<file path="config.mk">
export PLATFORM = sky130hd
export DESIGN_NAME = spw_rx_pio_bridge
export DESIGN_NICKNAME = d
export VERILOG_FILES = /design/src/rtl/spw_rx_pio_bridge.sv
export SDC_FILE = /design/constraint.sdc
export NUM_CORES = 1
export LEC_CHECK = 0
export BUFFER_PORTS_ARGS = -buffer_cell sky130_fd_sc_hd__buf_2
export CORE_ASPECT_RATIO = 0.5
export CORE_UTILIZATION = 50
export CTS_BUF_LIST = sky130_fd_sc_hd__clkbuf_4 sky130_fd_sc_hd__clkbuf_8 sky130_fd_sc_hd__clkbuf_16
export DETAILED_ROUTE_END_ITERATION = 10
export PLACE_DENSITY = 0.68
export SLEW_MARGIN = 10
export SYNTH_ARGS = -nofsm -noshare
export SYNTH_HDL_FRONTEND = slang
export SYNTH_SLANG_ARGS = --single-unit
export TNS_END_PERCENT = 20
</file>
<file path="constraint.sdc">
create_clock -name clk_clk -period 4.7 [get_ports clk_clk]
set_clock_uncertainty 0.05 [all_clocks]
set_input_delay 0.47 -clock clk_clk [delete_from_list [all_inputs] [get_ports clk_clk]]
set_output_delay 0.47 -clock clk_clk [all_outputs]
set_load 0.05 [all_outputs]
</file>
<file path="src/rtl/spw_rx_pio_bridge.sv">
// spw_rx_pio_bridge: buffers SpaceWire RX chars in a FIFO and hands them to software over a 4-phase valid/ack PIO handshake
module spw_rx_pio_bridge #(
    parameter int DEPTH = 8,
    parameter int AW    = 3
) (
    input  logic        clk_clk,
    input  logic        reset_reset_n,
    input  logic [8:0]  spw_rx_data,
    input  logic        spw_rx_valid,
    output logic        spw_rx_ready,
    output logic [8:0]  pio_data_rx_r,
    output logic        pio_data_rx_valid,
    input  logic        pio_rx_ack,
    input  logic        overflow_clr,
    output logic        overflow,
    output logic [AW:0] fill_count
);
    localparam logic [AW:0]   FULL    = (AW + 1)'(DEPTH);
    localparam logic [AW:0]   CNT_ONE = (AW + 1)'(1);
    localparam logic [AW-1:0] PTR_ONE = AW'(1);
    typedef enum logic [1:0] {EMPTY, LOAD, PRESENT, WAIT_LOW} state_t;
    state_t        state_q;
    logic [8:0]    mem [DEPTH];
    logic [AW-1:0] wr_ptr_q, wr_ptr_d, rd_ptr_q, rd_ptr_d;
    logic [AW:0]   count_q, count_d;
    logic [8:0]    data_q;
    logic          valid_q, overflow_q, overflow_d, ack_q, ack_armed_q;
    logic          full, push, pop, ack_rise, ack_fall;
    assign spw_rx_ready      = ~full;
    assign pio_data_rx_r     = data_q;
    assign pio_data_rx_valid = valid_q;
    assign overflow          = overflow_q;
    assign fill_count        = count_q;
    // next-state for pointers, occupancy and the sticky overflow; fullness uses the pre-pop count
    always_comb begin
        full       = count_q == FULL;
        push       = spw_rx_valid & ~full;
        ack_rise   = pio_rx_ack & ~ack_q;
        ack_fall   = ~pio_rx_ack & ack_q;
        pop        = (state_q == PRESENT) & ack_rise & ack_armed_q;
        wr_ptr_d   = push ? wr_ptr_q + PTR_ONE : wr_ptr_q;
        rd_ptr_d   = pop ? rd_ptr_q + PTR_ONE : rd_ptr_q;
        count_d    = (push & ~pop) ? count_q + CNT_ONE : (pop & ~push) ? count_q - CNT_ONE : count_q;
        overflow_d = (spw_rx_valid & full) | (~overflow_clr & overflow_q);
    end
    // FIFO bookkeeping and ack history
    always_ff @(posedge clk_clk or negedge reset_reset_n) begin
        if (!reset_reset_n) begin
            wr_ptr_q   <= '0;
            rd_ptr_q   <= '0;
            count_q    <= '0;
            overflow_q <= 1'b0;
            ack_q      <= 1'b0;
        end else begin
            wr_ptr_q   <= wr_ptr_d;
            rd_ptr_q   <= rd_ptr_d;
            count_q    <= count_d;
            overflow_q <= overflow_d;
            ack_q      <= pio_rx_ack;
        end
    end
    // storage array, no reset needed since occupancy gates every read
    always_ff @(posedge clk_clk) begin
        if (push) mem[wr_ptr_q] <= spw_rx_data;
    end
    // presentation FSM; ack must be seen low around a presentation before a rise pops, so a stale ack held through reset is ignored
    always_ff @(posedge clk_clk or negedge reset_reset_n) begin
        if (!reset_reset_n) begin
            state_q     <= EMPTY;
            data_q      <= '0;
            valid_q     <= 1'b0;
            ack_armed_q <= 1'b0;
        end else begin
            ack_armed_q <= ack_armed_q | (((state_q == LOAD) | (state_q == PRESENT)) & ~pio_rx_ack);
            case (state_q)
                EMPTY:    if (count_q != '0) state_q <= LOAD;
                LOAD: begin
                    data_q  <= mem[rd_ptr_q];
                    valid_q <= 1'b1;
                    state_q <= PRESENT;
                end
                PRESENT: if (pop) begin
                    valid_q <= 1'b0;
                    state_q <= WAIT_LOW;
                end
                WAIT_LOW: if (ack_fall) state_q <= (count_q != '0) ? LOAD : EMPTY;
                default:  state_q <= EMPTY;
            endcase
        end
    end
endmodule
</file>
==> flow_summary_export.csv <==
group,metric,value,unit
run_status,status,"completed",
global_route,grt_pass1_wl,11800,um
synthesis,synthXorXnorAreaFrac,0.0108,
floorplanning,initial_core_util,0.533,
synthesis,ys_top_cells_by_area,"edfxtp_1 54%, dfrtp_1 15%, mux2i_1 9.2%",
cts,postCtsSetupRepairBufs,0,
worst_setup_path,crit_type,"flip-flop to flip-flop",
placement,io_buffers,29,
flow_run,cap_violations,0,
placement,dp_hpwl,4710,um
synthesis,synth_top_area_share,0.535,
detailed_routing,via_per_inst,5.49,
timing,rsz0062_at_grt,"no",
timing,fin_setup_tns,0,ns
final_layout,area_delta_synth_final,12.4,%
floorplanning,fp-row-count,22,
worst_setup_path,worstSetupStartpointType,"flip-flop",
final_layout,nets,327,
synthesis,synth-seq-area-share,0.690,
worst_setup_path,ff2ff_path_depth,9,
global_route,grt_overflow,0,
timing,drv_slew,0,
synthesis,synthCells,272,
synthesis,synthesis.area,4040,um^2
floorplanning,pin_count,30,
synthesis,syn-num-nets,297,
synthesis,synth_simple_gate_area_frac,0.0626,
global_route,grt_max_degree,39,
timing,fmax,358,MHz
synthesis,yosysTopAreaCell,"edfxtp_1",
global_route,track_usage,0.200,
cts,cts.sinks,97,
detailed_routing,drc_errors,0,
synthesis,ys_seq_elements,97,
timing,period_minus_slack,2.79,ns
global_route,grt_pass1_vias,2254,
worst_setup_path,r2r_end,"fill_count[3]",
cts,cts.hold.buffers_added,0,
detailed_routing,wl_per_cell,18.2,um
worst_setup_path,crit_path_end_kind,"flip-flop",
synthesis,avgSynthCellArea,14.8,um^2
cts,cts_buffer_depth,2,
detailed_routing,vias,2280,
cts,htreeDepth,3,
synthesis,synthAdderAreaFrac,0.0359,
timing,worst_pin_slew,1.10,ns
power_and_ir_drop,power_density,664,nW/um^2
placement,gp_congestion,0.700,
synthesis,synth-compound-area-share,0.0669,
power_and_ir_drop,p_leak,0.00177,uW
detailed_routing,dr.first_iter.drc_count,210,
global_route,antenna_found_initial,0,
cts,numCtsBuffers,9,
timing,finalSetupViolCount,0,
detailed_routing,wl,7550,um
timing,fin_crit_sh,0.595,
timing,slew_headroom,0.264,
final_layout,n_fill_cell,578,
timing,setup_ws,1.91,ns
final_layout,drive_gt1_frac,0.179,
cts,tritoncts,"built",
power_and_ir_drop,p_total,3010,uW
worst_setup_path,critical_path.endpoint,"fill_count[3]",
cts,cts_root_buffer,"clkbuf_16",
final_layout,diodes,0,
timing,finalHoldViolations,0,
worst_setup_path,cp_max_fo,6,
synthesis,synth_top_family_by_area,"multiplexers",
floorplanning,die_h,65.5,um
synthesis,muxShareOfSynthArea,0.100,
floorplanning,core,7570,um^2
floorplanning,die_w,129,um
power_and_ir_drop,ir_drop,488,uV
worst_setup_path,worstPathArrival,2.95,ns
worst_setup_path,crit_required,4.85,ns
worst_setup_path,worst-r2r-setup-slack,1.91,ns
worst_setup_path,critPathLaunch,"fill_count[0]",
synthesis,synth_cell_types,37,
detailed_routing,drtPass1Iterations,4,
cts,postCtsResizedCells,0,
worst_setup_path,r2r_start,"fill_count[0]",
cts,clk_pin_slew,0.07,ns
worst_hold_path,hold_path_class,"input pin to async pin",
placement,dp_slack,1.93,ns
floorplanning,dieArea,8460,um^2
synthesis,yosysWarningCount,0,
cts,worst_skew_pair.late_latency,0.33,ns
detailed_routing,drtAntennaViolNets,0,
## stage by stage
step / cell area [um^2] / cells / util / hold WS [ns]
2_1_floorplan: 4040 / 272 / - / 0.124
3_3_place_gp: 4270 / 399 / 0.564 / 0.427
3_5_place_dp: 4270 / 399 / 0.564 / 0.435
4_1_cts: 4540 / 415 / 0.599 / 0.132
5_1_grt: 4540 / 415 / 0.599 / 0.155
6_report: 4540 / 415 / 0.599 / 0.112
## where the power goes
group          switching, uW  total [uW]  internal [uW]  leakage [uW]
registers                197        1320           1120      0.000949
logic                    658        1040            380      0.000686
clock network            295         657            362      0.000135
total                   1150        3010           1860       0.00177
## flip-flops by register name, summed over array words and instances, names as in the netlist
| name | cells |
|---|---|
| overflow | 1 |
| pio_data_rx_valid | 1 |
| state_q | 2 |
| ack_armed_q | 1 |
| wr_ptr_q | 3 |
| ack_q | 1 |
| rd_ptr_q | 3 |
| fill_count | 4 |
| pio_data_rx_r | 9 |
| mem | 72 |
## critical path, cell delays in order, from the launching register on
cell       delay (ns)
dfrtp_1          0.46
or4b_4           0.59
nand2_4          0.11
inv_4            0.05
ha_1             0.23
inv_1            0.17
ha_1             0.26
a21o_1           0.20
a2111oi_0        0.40
o31ai_1          0.13
## per-layer routing
layer	up-vias	wire length, um	global-route usage
li1	1065	-	-
met1	1139	3400	0.264
met2	72	3550	0.313
met3	4	542	0.0562
met4	0	60	0.0838
met5	-	0	0
## Yosys cell counts
library cell,instances
nand4b_1,1
xor2_1,1
nand2_2,2
buf_4,2
nor2b_1,2
inv_4,1
a21oi_1,2
buf_1,2
nor4_1,1
a21o_1,2
o22ai_1,1
clkbuf_1,4
a2111oi_0,1
dfrtp_1,25
ha_1,10
o21ai_1,6
o31ai_1,1
nand2_4,1
mux2i_1,37
mux2_2,3
edfxtp_1,72
inv_1,18
o21ai_0,8
nor2_1,9
nor3_1,6
and2_1,1
a2bb2oi_1,1
fa_1,1
or4b_4,1
nand3_1,9
nand2b_2,1
buf_6,2
o221ai_1,1
a22oi_1,18
xnor2_1,4
nand2_1,12
nand2b_1,3
## worst min path at each step
| stage | startpoint | to | slack, ns |
|---|---|---|---|
| 2_1_floorplan | reset_reset_n | ack_armed_q | 0.12 |
| 3_3_place_gp | ack_armed_q | ack_armed_q | 0.43 |
| 3_5_place_dp | ack_armed_q | ack_armed_q | 0.43 |
| 4_1_cts | reset_reset_n | pio_data_rx_r[3] | 0.13 |
| 5_1_grt | reset_reset_n | pio_data_rx_r[3] | 0.16 |
| 6_report | reset_reset_n | pio_data_rx_r[3] | 0.11 |
## area by class of cell
| class | count | area [um^2] | share of cell area |
|---|---|---|---|
| clock buffers | 10 | 233 | 0.0513 |
| clock inverters | 6 | 35.0 | 0.00772 |
| inverters | 19 | 73.8 | 0.0163 |
| multi-input cells | 146 | 1130 | 0.248 |
| flip-flops and latches | 97 | 2790 | 0.615 |
| well taps | 108 | 135 | 0.0298 |
| repair buffers | 29 | 145 | 0.0320 |
## placed cells by master (no fill, tap or decap), types with 2 or more instances in the layout
cell type and n:
edfxtp_1 72, mux2i_1 37, buf_2 29, dfrtp_1 24, inv_1 18, a22oi_1 18
nand2_1 12, ha_1 10, nor2_1 9, nand3_1 9, clkbuf_16 9, o21ai_0 8
o21ai_1 6, xnor2_1 4, nor3_1 4, nand2b_1 3, mux2_2 3, nand2_2 2
nor3_2 2, a21o_1 2, a21oi_1 2, nor2b_1 2, clkinv_2 2, clkinv_1 2
## cells by family (layout without fill, tap and decap cells)
kind of cell	Yosys count	in the layout
XOR/XNOR	5	5
buffers and inverters	29	64
adder cells (fa/ha/maj)	11	11
AND/OR/NAND/NOR	49	49
flip-flops	97	97
multiplexers	40	40
AO/OA/AOI/OAI	41	41
Note: power is estimated with default switching activity, not from simulation.
